<file path="config.mk">
export PLATFORM = sky130hd
export DESIGN_NAME = sample_wb_fifo
export DESIGN_NICKNAME = d
export VERILOG_FILES = /design/src/rtl/sniffer_pkg.sv /design/src/rtl/sample_fifo_mem.sv /design/src/rtl/sample_wb_fifo.sv
export SDC_FILE = /design/constraint.sdc
export NUM_CORES = 1
export LEC_CHECK = 0
export CAP_MARGIN = 20
export CELL_PAD_IN_SITES_DETAIL_PLACEMENT = 0
export CELL_PAD_IN_SITES_GLOBAL_PLACEMENT = 1
export CORE_MARGIN = 2
export CORE_UTILIZATION = 45
export DETAILED_ROUTE_END_ITERATION = 8
export DONT_BUFFER_PORTS = 1
export GPL_TIMING_DRIVEN = 0
export PLACE_DENSITY_LB_ADDON = 0.25
export SYNTH_ARGS = -nofsm -noshare
export SYNTH_HDL_FRONTEND = slang
export SYNTH_SLANG_ARGS = --single-unit
export TNS_END_PERCENT = 100
</file>
<file path="constraint.sdc">
create_clock -name clk_i -period 19.6 [get_ports clk_i]
set_input_delay 2.94 -clock clk_i [delete_from_list [all_inputs] [get_ports clk_i]]
set_output_delay 2.94 -clock clk_i [all_outputs]
set_load 0.03 [all_outputs]
</file>
<file path="src/rtl/sniffer_pkg.sv">
// Shared types and defaults for the sniffer sample FIFO.
package sniffer_pkg;

    localparam int unsigned DEPTH_DEFAULT           = 16;
    localparam int unsigned MAX_OUTSTANDING_DEFAULT = 4;

    // One queued write: 32-bit address, 32-bit data, 4-bit byte select (68 bits).
    typedef struct packed {
        logic [31:0] addr;
        logic [31:0] data;
        logic [3:0]  sel;
    } fifo_entry_t;

endpackage

</file>
<file path="src/rtl/sample_fifo_mem.sv">
// Entry storage for sample_wb_fifo: synchronous write, asynchronous read.
module sample_fifo_mem
    import sniffer_pkg::*;
#(
    parameter int unsigned DEPTH = DEPTH_DEFAULT,
    localparam int unsigned AW   = $clog2(DEPTH)
) (
    input  logic        clk_i,
    input  logic        we_i,
    input  logic [AW-1:0] waddr_i,
    input  fifo_entry_t wdata_i,
    input  logic [AW-1:0] raddr_i,
    output fifo_entry_t rdata_o
);

    fifo_entry_t mem_q [DEPTH];
    fifo_entry_t mem_d [DEPTH];

    always_comb begin
        mem_d = mem_q;
        if (we_i) begin
            mem_d[waddr_i] = wdata_i;
        end
    end

    // No reset: contents are only observed through a valid head pointer.
    always_ff @(posedge clk_i) begin
        mem_q <= mem_d;
    end

    assign rdata_o = mem_q[raddr_i];

endmodule

</file>
<file path="src/rtl/sample_wb_fifo.sv">
// Posted Wishbone write FIFO between the sniffer and the sample RAM.
// Define SAMPLE_FIFO_STATS_EN to build the level high-watermark register.
module sample_wb_fifo
    import sniffer_pkg::*;
#(
    parameter int unsigned DEPTH           = DEPTH_DEFAULT,
    parameter int unsigned MAX_OUTSTANDING = MAX_OUTSTANDING_DEFAULT
) (
    input  logic                     clk_i,
    input  logic                     rst_ni,
    input  logic [31:0]              s_addr_i,
    input  logic [31:0]              s_data_i,
    input  logic [3:0]               s_sel_i,
    input  logic                     s_we_i,
    input  logic                     s_stb_i,
    output logic                     s_stall_o,
    output logic                     s_ack_o,
    output logic [31:0]              m_addr_o,
    output logic [31:0]              m_data_o,
    output logic [3:0]               m_sel_o,
    output logic                     m_we_o,
    output logic                     m_stb_o,
    input  logic                     m_stall_i,
    input  logic                     m_ack_i,
    input  logic                     flush_i,
    output logic [$clog2(DEPTH):0]   level_o,
    output logic                     idle_o,
    output logic [$clog2(DEPTH):0]   hwm_o
);

    localparam int unsigned AW = $clog2(DEPTH);
    localparam int unsigned LW = AW + 1;
    localparam int unsigned OW = $clog2(MAX_OUTSTANDING + 1);

    logic [AW-1:0] wptr_q, wptr_d;
    logic [AW-1:0] rptr_q, rptr_d;
    logic [LW-1:0] level_q, level_d;
    logic [OW-1:0] outst_q, outst_d;
    logic          ack_q, ack_d;

    logic        full;
    logic        accept;
    logic        push;
    logic        issue;
    logic        ack_valid;
    fifo_entry_t wr_entry;
    fifo_entry_t head_entry;

    // Handshake decode. Stall and strobe look only at registered level, so a
    // pop from a full FIFO frees the slot one cycle later.
    always_comb begin
        full      = (level_q == LW'(DEPTH));
        s_stall_o = rst_ni & (full | flush_i);
        accept    = s_stb_i & ~s_stall_o;
        push      = accept & s_we_i;
        m_stb_o   = rst_ni & (level_q != '0) & (outst_q < OW'(MAX_OUTSTANDING)) & ~flush_i;
        issue     = m_stb_o & ~m_stall_i;
        ack_valid = m_ack_i & (outst_q != '0);
    end

    always_comb begin
        wptr_d  = wptr_q;
        rptr_d  = rptr_q;
        level_d = level_q;
        outst_d = outst_q;
        ack_d   = accept;

        if (flush_i) begin
            wptr_d  = '0;
            rptr_d  = '0;
            level_d = '0;
        end else begin
            if (push) begin
                wptr_d = wptr_q + AW'(1);
            end
            if (issue) begin
                rptr_d = rptr_q + AW'(1);
            end
            unique case ({push, issue})
                2'b10:   level_d = level_q + LW'(1);
                2'b01:   level_d = level_q - LW'(1);
                default: level_d = level_q;
            endcase
        end

        unique case ({issue, ack_valid})
            2'b10:   outst_d = outst_q + OW'(1);
            2'b01:   outst_d = outst_q - OW'(1);
            default: outst_d = outst_q;
        endcase
    end

    always_ff @(posedge clk_i or negedge rst_ni) begin
        if (!rst_ni) begin
            wptr_q  <= '0;
            rptr_q  <= '0;
            level_q <= '0;
            outst_q <= '0;
            ack_q   <= 1'b0;
        end else begin
            wptr_q  <= wptr_d;
            rptr_q  <= rptr_d;
            level_q <= level_d;
            outst_q <= outst_d;
            ack_q   <= ack_d;
        end
    end

    assign wr_entry = '{addr: s_addr_i, data: s_data_i, sel: s_sel_i};

    sample_fifo_mem #(
        .DEPTH (DEPTH)
    ) u_mem (
        .clk_i   (clk_i),
        .we_i    (push),
        .waddr_i (wptr_q),
        .wdata_i (wr_entry),
        .raddr_i (rptr_q),
        .rdata_o (head_entry)
    );

    // Payload is zeroed whenever no request is presented, including in reset.
    always_comb begin
        m_addr_o = '0;
        m_data_o = '0;
        m_sel_o  = '0;
        m_we_o   = m_stb_o;
        if (m_stb_o) begin
            m_addr_o = head_entry.addr;
            m_data_o = head_entry.data;
            m_sel_o  = head_entry.sel;
        end
    end

    assign s_ack_o = ack_q;
    assign level_o = level_q;
    assign idle_o  = (level_q == '0) && (outst_q == '0);

`ifdef SAMPLE_FIFO_STATS_EN
    logic [LW-1:0] hwm_q, hwm_d;

    always_comb begin
        hwm_d = hwm_q;
        if (flush_i) begin
            hwm_d = '0;
        end else if (level_q > hwm_q) begin
            hwm_d = level_q;
        end
    end

    always_ff @(posedge clk_i or negedge rst_ni) begin
        if (!rst_ni) begin
            hwm_q <= '0;
        end else begin
            hwm_q <= hwm_d;
        end
    end

    assign hwm_o = hwm_q;
`else
    assign hwm_o = '0;
`endif

endmodule

</file>
# Word level (Yosys, flattened, before mapping)
# Cells that the tools add are included.
word_totals:
  regBits: 1105
  latchBits: 0
  ramBits: 0
  mem_bits_ro: 0
  in_bits: 75
  output_inout_bits: 83
  mem_count: 0
op_classes:
  n_addsub: 6
  mul: 0
  n_div: 0
  n_lt_le_gt_ge: 4
  n_eq_ne: 5
  n_shift: 0
  muxes: 16
  bitwise_logic: 14
  reduce_logical: 10
op_table:
  columns: ["op", "n"]
  rows:
  - ["1088-bit bitwise mux", 1]
  - ["68-bit binary-select mux with 4-bit select", 1]
  - ["68-bit demux with 4-bit select", 1]
  - ["68-bit two-way mux", 3]
  - ["32-bit two-way mux", 2]
  - ["4-bit two-way mux", 5]
  - ["5-bit greater-or-equal comparator (second input constant)", 2]
  - ["4-bit inverter with 5-bit output", 2]
  - ["5-bit case mux with 2 select lines", 1]
  - ["4-bit by 1-bit adder with 4-bit output (second input constant)", 2]
  - ["1-bit AND", 8]
  - ["3-bit case mux with 2 select lines", 1]
  - ["2-bit nonzero test", 3]
  - ["3-bit nonzero test", 2]
  - ["5-bit by 1-bit adder with 5-bit output (second input constant)", 1]
  - ["5-bit == test (second input constant)", 1]
  - ["5-bit zero test", 1]
  - ["5-bit by 1-bit less-than comparator with 1-bit output (second input constant)", 1]
  - ["5-bit two-way mux", 1]
  - ["5-bit nonzero test", 1]
  - ["5-bit by 1-bit subtractor with 5-bit output (second input constant)", 1]
  - ["2-bit by 1-bit == test with 1-bit output (second input constant)", 2]
  - ["2-bit == test (second input constant)", 2]
  - ["3-bit by 1-bit adder with 3-bit output (second input constant)", 1]
  - ["other kinds (6)", 9]

# Depth between registers and ports, before layout
# Gate-level depths: netlist of run 1.
depth:
  ltp_word: 9
  ltp_mapped: 14
  ltp_nobuf: 12

# Hierarchy
# From an unflattened synthesis of run 1, not the netlist that was laid out.
unflattened:
  cells_unflattened: 1871
  hier_area_um2: 42185.5
by_module_without_submodules:
  columns: ["mod", "instances", "cells_per_inst", "area_each_um2"]
  rows:
  - ["sample_fifo_mem", 1, 1687, 40641.5]
  - ["sample_wb_fifo", 1, 184, 1544.0]

# Worst setup path after synthesis of run 1
# OpenSTA, ideal clock, no wires.
synth_path:
  kind: "in2reg"
  startpoint: "in flush_i"
  endpoint: "reg u_mem.mem_q[816] in the netlist's numbering, enable pin"
  arrival_time_ns: 8.649
  slack_ns: 10.374
  stages: 5
  n_path_buf: 1
  path_cell_list: "nand3b_1 > o211ai_1 > clkbuf_1 > nand2_1 > nor3_1"
synth_between:
  elab_chain_cells: 5
synth_lines:
  columns: ["element", "line_no", "source"]
  rows:
  - ["start: declaration", "sample_wb_fifo.sv:25", "input logic flush_i,"]
  - ["1-bit bitwise OR", "sample_wb_fifo.sv:53", "s_stall_o = rst_ni & (full | flush_i);"]
  - ["1-bit AND", "sample_wb_fifo.sv:53", null]
  - ["1-bit inverter", "sample_wb_fifo.sv:54", "accept = s_stb_i & ~s_stall_o;"]
  - ["1-bit AND", "sample_wb_fifo.sv:54", null]
  - ["1-bit AND", "sample_wb_fifo.sv:55", "push = accept & s_we_i;"]
  - ["end signal: assignment", "sample_fifo_mem.sv:28", "mem_q <= mem_d;"]
  - ["end: declaration", "sample_fifo_mem.sv:16", "fifo_entry_t mem_q [DEPTH];"]
# Every way passes these cells.
# A chain may end at the register's enable or synchronous reset.

# Worst setup path in the final report of run 1
layout_path:
  startpoint: "in flush_i"
  endpoint: "out m_sel_o[1]"
layout_between:
  elab_chain_cells: 3
layout_lines:
  columns: ["element", "line_no", "source"]
  rows:
  - ["1-bit inverter", "sample_wb_fifo.sv:56", "m_stb_o = rst_ni & (level_q != '0) & (outst_q < OW'(MAX_OUTSTANDING)) & ~flush_i;"]
  - ["1-bit AND", "sample_wb_fifo.sv:56", null]
  - ["4-bit two-way mux", "sample_wb_fifo.sv:128", "if (m_stb_o) begin"]
  - ["end: declaration", "sample_wb_fifo.sv:20", "output logic [3:0] m_sel_o,"]
# Every way passes these cells.

==> results of run 1 <==
sequential cells by signal, summed over array words and instances (netlist names):
name,cells
u_mem.mem_q,1088
level_o,5
rptr_q,4
wptr_q,4
outst_q,3
s_ack_o,1
per-stage QoR:
step                      util [%]  total power [mW]  instances
final                         52.4              4.90       3757
after global routing          52.4              5.03       3757
after CTS                     52.4              4.94       3757
after detailed placement      48.7              2.90       3555
after global placement        46.9              2.89       3444
after floorplan                  -              2.83       2179
cells by family after synthesis:
| logic type | after synthesis | share of synthesized area [%] |
|---|---|---|
| flops | 1105 | 77.4 |
| mux | 411 | 13.8 |
| buf+inv | 142 | 1.44 |
| simple gates | 132 | 1.33 |
| xor+xnor | 8 | 0.164 |
| compound gates | 367 | 5.63 |
| fa+ha+maj | 9 | 0.281 |
| other cells | 1 | 0.00876 |
power by group through the flow:
stage          logic (mW)  clock network (mW)  registers [mW]
2_1_floorplan       0.149                   0            2.68
3_3_place_gp        0.196                   0            2.69
3_5_place_dp        0.215                   0            2.68
4_1_cts             0.216                2.09            2.63
5_1_grt             0.227                2.17            2.63
6_report            0.212                2.05            2.63
cell usage in the layout (no fill, tap or decap), types with 68 or more instances in the layout:
master / netlist / layout
sky130_fd_sc_hd__a21oi_1: 72 / 72
sky130_fd_sc_hd__clkbuf_1: 78 / 105
sky130_fd_sc_hd__clkbuf_16: 0 / 113
sky130_fd_sc_hd__edfxtp_1: 1088 / 1088
sky130_fd_sc_hd__mux2_2: 69 / 69
sky130_fd_sc_hd__mux2i_1: 206 / 206
sky130_fd_sc_hd__mux4_2: 136 / 136
sky130_fd_sc_hd__nand2_1: 83 / 83
sky130_fd_sc_hd__o21ai_0: 76 / 76
sky130_fd_sc_hd__o221ai_1: 68 / 68
sky130_fd_sc_hd__o22ai_1: 68 / 68
worst min path at each step:
stage / to / slack, ps
after CTS: outst_q[2]$_DFFE_PN0P_ / 550
after detailed placement: outst_q[2]$_DFFE_PN0P_ / 530
final: outst_q[2]$_DFFE_PN0P_ / 540
after floorplan: outst_q[2]$_DFFE_PN0P_ / 490
after global placement: outst_q[2]$_DFFE_PN0P_ / 510
after global routing: outst_q[2]$_DFFE_PN0P_ / 560
cell type report:
type / instances / area, um^2
fillers: 7395 / 45100
flip-flops and latches: 1105 / 33100
multi-input cells: 932 / 9220
clock buffers: 140 / 2930
well taps: 1265 / 1580
repair buffers: 111 / 1520
plain buffers: 133 / 582
clock inverters: 62 / 564
inverters: 9 / 33.8
metal layers:
| layer | share of wire, % | wire length (um) | track usage, % | up-vias |
|---|---|---|---|---|
| met2 | 51 | 54600 | 37.8 | 645 |
| met3 | 6.7 | 7220 | 4.61 | 160 |
| met5 | 0.0065 | 7 | 0 | - |
| met4 | 2.3 | 2460 | 6.44 | 2 |
| li1 | - | - | - | 9473 |
| met1 | 40 | 43700 | 28.4 | 11500 |
==> out/qor_table.md, run 1 <==
| Step | Parameter | This run |
| --- | --- | --- |
| status | Result of the run | complete, no violations |
| logic synthesis | Count of state elements after synthesis | 1105 |
| routing | Final routed DRC violation total | 0 |
| logic synthesis | Register area share after synthesis | 77.4% |
| power and ir drop | Sequential Power Share | 53.7% |
| cells and area | Post-layout nets | 2487 |
| setup path | Slowest cell on the critical path | sky130_fd_sc_hd__a211oi_1 |
| clocking | Clock H-tree levels | 3 |
| setup path | Data arrival time of the critical path | 5290 ps |
| setup path | Worst endpoint required time | 16660 ps |
| routing | Routed length per placed instance | 28.8 um |
| routing | DRC violation total after the first TritonRoute iteration | 2049 |
| setup path | Element type at the critical path end | output port |
| timing | Clock period minus worst slack | 8230 ps |
| power and ir drop | Leakage component of the power | 14.9 nW |
| setup path | Number of cells on the critical path | 5 |
| setup path | Biggest cell delay along the critical path | 990 ps |
| die | Number of cell rows | 113 |
| timing | Worst-case clock skew | 22.9 ps |
| setup path | Max Fanout on Critical Path | 10 |
| die | Horiz. Die Dim | 312 um |
| timing | Top achievable clock speed | 122 MHz |
| setup path | Ordered cell list for the critical path | nor2_1, o211ai_4, clkbuf_1, clkbuf_1, a211oi_1 |
| place | Area after detailed placement | 0.0460 mm^2 |
| setup path | Critical Setup Path Class | input port to output port |
| power and ir drop | Clock network power share | 41.9% |
| timing | Final worst hold slack | 543 ps |
| die | Initial core utilization | 45.2% |
| cells and area | Layout overhead on the synthesized area | 15.8% |
| timing | Slew @ Worst Pin | 1210 ps |
| cells and area | Number of diodes added for antenna fixing | 0 |
| place | Post-DP HPWL | 72.8 mm |
| grt | Maximum number of pins on one net before global-route repair | 26 |
| logic synthesis | Number of enable-type register cells in the synthesized netlist | 1088 |
| timing | Pins over their slew limit | 0 |
| grt | Via count of the first global-routing pass | 22700 |
| timing | Post-Route Setup TNS | 0 ps |
| timing | Hold Vio Cnt, Final | 0 |
| logic synthesis | Syn Area/Cell | 19.7 um^2 |
| routing | Post-route antenna net violation count | 0 |
| timing | Worst-case setup margin in the final layout | 11370 ps |
| cells and area | Final std cell area, no fill | 0.0495 mm^2 |
| die | Placeable core area | 0.0946 mm^2 |
| clocking | Clock-pin slew on the worst setup and hold paths | 60 ps |
| power and ir drop | Max VDD drop | 68.1 uV |
| logic synthesis | Number of different library cells in the post-synthesis netlist | 45 |
| routing | Drt first pass iters | 5 |
| clocking | CTS tree | built |
| setup path | Buffers and inverters on the worst path | 2 |
| power and ir drop | Power per unit of standard cell area | 98.9 mW/mm^2 |
| setup path | Kind of start point of the critical path | input port |
| timing | Number of setup violations in the final report | 0 |
| die | Area of the die | 0.0976 mm^2 |
| clocking | Sinks on the clock net | 1105 |
| setup path | Reg2reg end | u_mem.mem_q[857]$_DFFE_PP_ |
| clocking | Clk_lat worst skew | 690 ps |
| clocking | Buffer levels on the longest clock path | 3 |
| worst hold path | Worst hold start | outst_q[2]$_DFFE_PN0P_ |
| die | Overall die height | 312 um |
| cells and area | Fraction of final layout cells with drive strength greater than 1 | 21.6% |
| setup path | Termination of the worst setup path | m_sel_o[1] |
| logic synthesis | Fraction of registers with async set/reset | 1.54% |
| grt | All-layer global routing usage | 22.1% |
| grt | Wire length of the first global-routing pass | 156 mm |
| logic synthesis | Total of warnings raised by yosys | 0 |
| power and ir drop | Internal power consumption | 3.90 mW |
| clocking | Cts-stage hold buffer count | 0 |
| logic synthesis | Netlist area before placement | 0.0428 mm^2 |
| place | Input/output buffers | 0 |
| clocking | Total of cells resized after clock tree synthesis | 0 |
| timing | Unrepaired setup endpoints after global routing | no |
| logic synthesis | Most repeated cell in the gate-level netlist after synthesis | sky130_fd_sc_hd__edfxtp_1 |
| die | I/O Pins | 158 |
| power and ir drop | Switching power | 1.00 mW |
| logic synthesis | Synthesized netlist cell count | 2175 |
| setup path | Setup slack, reg-to-reg | 15270 ps |
| setup path | Launch point of the worst path | flush_i |
| routing | Total number of vias | 21800 |
| clocking | Number of buffers created by CTS | 111 |
| logic synthesis | Synth top cells by count | sky130_fd_sc_hd__edfxtp_1 (1088), sky130_fd_sc_hd__mux2i_1 (206), sky130_fd_sc_hd__mux4_2 (136) |
| timing | Max_slew headroom | 19.5% |
| run | Maximum Capacitance Violations | 0 |
| logic synthesis | Area leader, netlist | sky130_fd_sc_hd__edfxtp_1 |
| worst hold path | Min-Delay Path Depth | 1 |
| logic synthesis | Most frequently used flop master after synthesis | sky130_fd_sc_hd__edfxtp_1 |
| timing | Final Cycle Share | 42.0% |
| grt | Global-route congestion overflow total | 0 |
| setup path | Worst Reg2Reg Path Length in Cells | 12 |
| power and ir drop | Fraction of power spent switching nets | 20.5% |
| place | Worst slack at placement | 11380 ps |
| setup path | Reg-to-reg startpoint | level_o[2]$_DFFE_PN0P_ |
| routing | Via density per instance | 5.80 |
| place | RD Place Congestion | 0.741 |
| logic synthesis | Top post-synthesis cells by area | sky130_fd_sc_hd__edfxtp_1 (76%), sky130_fd_sc_hd__mux4_2 (7.2%), sky130_fd_sc_hd__mux2i_1 (4.8%), sky130_fd_sc_hd__mux2_2 (1.8%), sky130_fd_sc_hd__o221ai_1 (1.4%) |
| grt | Number of antenna violations at the first check in global routing | 1 |
| worst hold path | Type of the worst min-delay path | flop to flop |
| power and ir drop | Combinational cell fraction of total power | 4.3% |
| clocking | Cell chosen for the clock root | sky130_fd_sc_hd__clkbuf_16 |
| setup path | CP top delay family | compound AO/OA/AOI/OAI gates |
| setup path | Most used cell along the critical path | sky130_fd_sc_hd__clkbuf_1 |
| clocking | Post-CTS Setup Bufs | 0 |
| routing | Total routed wirelength | 108 mm |
| logic synthesis | Fraction of post-synthesis cell area in the top cell type by area | 76.4% |
(Power assumes the default switching activity.)
==> run 2, diff against run 1 <==
==> constraint.sdc (replaced) <==
create_clock -name clk_i -period 6.8 [get_ports clk_i]
set_input_delay 1.02 -clock clk_i [delete_from_list [all_inputs] [get_ports clk_i]]
set_output_delay 1.02 -clock clk_i [all_outputs]
set_load 0.03 [all_outputs]
==> run 2 against run 1 <==
Effect of this change:
- global-route usage decreased by 0.057 points
- via count decreased by 0.52%
- critical path depth increased by 3
- clock-buffer cell count decreased by 11
- setup slack got worse by 10000 ps
- routed wire length decreased by 0.31%
- first-iteration DRC count increased by 4.2%
- sequential power increased to 2.9 times the previous value
- register-to-register slack got worse by 12000 ps
- critical path type is now flop to output port
- critical endpoint is now m_data_o[23]
==> out/qor_table.md, run 2 (synthesis results as in run 1) <==
| Step | Parameter | This run |
| --- | --- | --- |
| status | Result of the run | complete, no violations |
| cells and area | Post-layout nets | 2477 |
| routing | Routed length per placed instance | 28.8 um |
| clocking | CTS tree | built |
| clocking | Clock H-tree levels | 3 |
| power and ir drop | Max VDD drop | 199 uV |
| timing | Unrepaired setup endpoints after global routing | no |
| timing | Final Cycle Share | 85.8% |
| cells and area | Number of flip-flops in the largest register | 1088 |
| die | Number of cell rows | 113 |
| cells and area | Final Core Density | 52.6% |
| setup path | Element type at the critical path end | output port |
| die | Area of the die | 0.0976 mm^2 |
| routing | Post-route antenna net violation count | 0 |
| clocking | Buffer levels on the longest clock path | 3 |
| clocking | Sinks on the clock net | 1105 |
| timing | Max_slew headroom | 24.7% |
| cells and area | Number of diodes added for antenna fixing | 0 |
| place | Input/output buffers | 0 |
| grt | All-layer global routing usage | 22.0% |
| setup path | Critical Setup Path Class | flop to output port |
| cells and area | Most frequent standard cell in the layout excluding fill and tap cells | sky130_fd_sc_hd__edfxtp_1 |
| setup path | Biggest cell delay along the critical path | 900 ps |
| grt | Global-route congestion overflow total | 0 |
| die | Initial core utilization | 45.2% |
| clocking | Clk_lat worst skew | 690 ps |
| grt | Via count of the first global-routing pass | 22800 |
| timing | Post-Route Setup TNS | 0 ps |
| cells and area | Final std cell area, no fill | 0.0497 mm^2 |
| routing | Drt first pass iters | 5 |
| routing | Total routed wirelength | 108 mm |
| grt | Maximum number of pins on one net before global-route repair | 26 |
| cells and area | Reg with most FFs | u_mem.mem_q |
| setup path | Kind of start point of the critical path | flop |
| cells and area | Layout overhead on the synthesized area | 16.2% |
| grt | Wire length of the first global-routing pass | 155 mm |
| cells and area | Fraction of final layout cells with drive strength greater than 1 | 21.7% |
| die | Overall die height | 312 um |
| setup path | Worst endpoint required time | 5780 ps |
| power and ir drop | Leakage component of the power | 14.9 nW |
| timing | Top achievable clock speed | 171 MHz |
| place | Area after detailed placement | 0.0462 mm^2 |
| place | Post-DP HPWL | 72.6 mm |
| die | Placeable core area | 0.0946 mm^2 |
| clocking | Cell chosen for the clock root | sky130_fd_sc_hd__clkbuf_16 |
| setup path | Ordered cell list for the critical path | clkbuf_1, and2_1, clkbuf_1, clkbuf_1, a21oi_1, o21ai_0, o22ai_1, a211oi_1 |
| setup path | Slowest cell on the critical path | sky130_fd_sc_hd__a211oi_1 |
| timing | Pins over their slew limit | 0 |
| grt | Number of antenna violations at the first check in global routing | 2 |
| timing | Final worst hold slack | 39.2 ps |
| setup path | Max Fanout on Critical Path | 10 |
| cells and area | Commonest non-fill, non-tap cells in the layout | sky130_fd_sc_hd__edfxtp_1 (1088), sky130_fd_sc_hd__mux2i_1 (206), sky130_fd_sc_hd__mux4_2 (136) |
| power and ir drop | PnR Total Power | 14.2 mW |
| cells and area | Area of the multi-input gates | 0.00924 mm^2 |
| setup path | Most used cell along the critical path | sky130_fd_sc_hd__clkbuf_1 |
| cells and area | Fill cell total of the finished layout | 7427 |
| worst hold path | Type of the worst min-delay path | input port to async pin |
| die | Horiz. Die Dim | 312 um |
| timing | Worst-case clock skew | 16.5 ps |
| clocking | Clock-pin slew on the worst setup and hold paths | 60 ps |
| clocking | Number of buffers created by CTS | 109 |
| timing | Slew @ Worst Pin | 1120 ps |
| setup path | Data arrival time of the critical path | 4810 ps |
| routing | Final routed DRC violation total | 0 |
| power and ir drop | Power per unit of standard cell area | 285 mW/mm^2 |
| die | I/O Pins | 158 |
| timing | Number of setup violations in the final report | 0 |
| routing | DRC violation total after the first TritonRoute iteration | 2135 |
| run | Maximum Capacitance Violations | 0 |
| timing | Clock period minus worst slack | 5830 ps |
| routing | Total number of vias | 21700 |
| clocking | Post-CTS Setup Bufs | 0 |
| timing | Hold Vio Cnt, Final | 0 |
| cells and area | Footprint of the flip-flops and latches | 0.0331 mm^2 |
| routing | Via density per instance | 5.79 |
| place | RD Place Congestion | 0.755 |
-- run 2: changes by cell type in the layout (fill, tap and decap cells not counted), moves of 2 or more --
cell | previous run | this run
sky130_fd_sc_hd__buf_6 | 30 | 1
sky130_fd_sc_hd__buf_16 | 12 | 25
sky130_fd_sc_hd__clkbuf_1 | 105 | 94
sky130_fd_sc_hd__clkinv_2 | 17 | 25
sky130_fd_sc_hd__nor3_2 | 4 | 0
sky130_fd_sc_hd__nor3_4 | 0 | 4
sky130_fd_sc_hd__buf_12 | 25 | 28
sky130_fd_sc_hd__buf_8 | 7 | 10
sky130_fd_sc_hd__clkinv_1 | 27 | 24
sky130_fd_sc_hd__bufinv_16 | 10 | 12
-- run 2: worst paths after layout --
path,start,end,slack [ps],cells after the start
worst max-delay path,rptr_q[2]$_DFFE_PN0P_,m_data_o[23],970,8
worst min-delay path,rst_ni,level_o[3]$_DFFE_PN0P_,40,0
worst max register to register,level_o[2]$_DFFE_PN0P_,u_mem.mem_q[855]$_DFFE_PP_,2800,9
worst min register to register,outst_q[2]$_DFFE_PN0P_,outst_q[2]$_DFFE_PN0P_,540,1
max in group asynchronous,rst_ni,wptr_q[1]$_DFFE_PN0P_,5900,1
min in group clk_i,s_data_i[1],u_mem.mem_q[957]$_DFFE_PP_,430,0
-- run 2: final cells by class --
| class | count | area share, % |
|---|---|---|
| buffer | 133 | 1.17 |
| clock buffer | 129 | 5.81 |
| clock inverter | 68 | 1.30 |
| inverter | 9 | 0.0679 |
| multi-input combinational | 932 | 18.6 |
| sequential | 1105 | 66.5 |
| tap | 1265 | 3.18 |
| timing repair buffer | 103 | 3.36 |
-- run 2: power by group --
| group | switching (mW) | total, mW | internal, mW |
|---|---|---|---|
| logic | 0.351 | 0.619 | 0.268 |
| clock network | 2.49 | 5.96 | 3.47 |
| registers | 0.0326 | 7.59 | 7.56 |
| total | 2.88 | 14.2 | 11.3 |
-- run 2: critical path: cells and delay by family (launching register included) --
kind	cells	cell delay [ps]
buffers and inverters	3	2140
AO/OA/AOI/OAI	4	1400
AND/OR/NAND/NOR	1	230
flip-flops	1	350
-- run 2: per-stage QoR --
step	instances	setup slack, ps
floorplan	2179	1320
global placement	3444	-2810
detailed placement	3546	1580
CTS	3744	828
global route	3744	739
finish	3744	966
-- run 2: per-layer routing --
layer  vias up  track usage, %  wire length [um]
met4         0            6.02              2420
li1       9452               -                 -
met5         -               0                 0
met2       672            38.4             55300
met1     11400            27.8             42900
met3       150            4.71              7060
-- run 2: repair_timing --
item                      CTS  global route
hold buffers                1             0
hold endpoints to repair    6             0
gates resized for setup     0             0
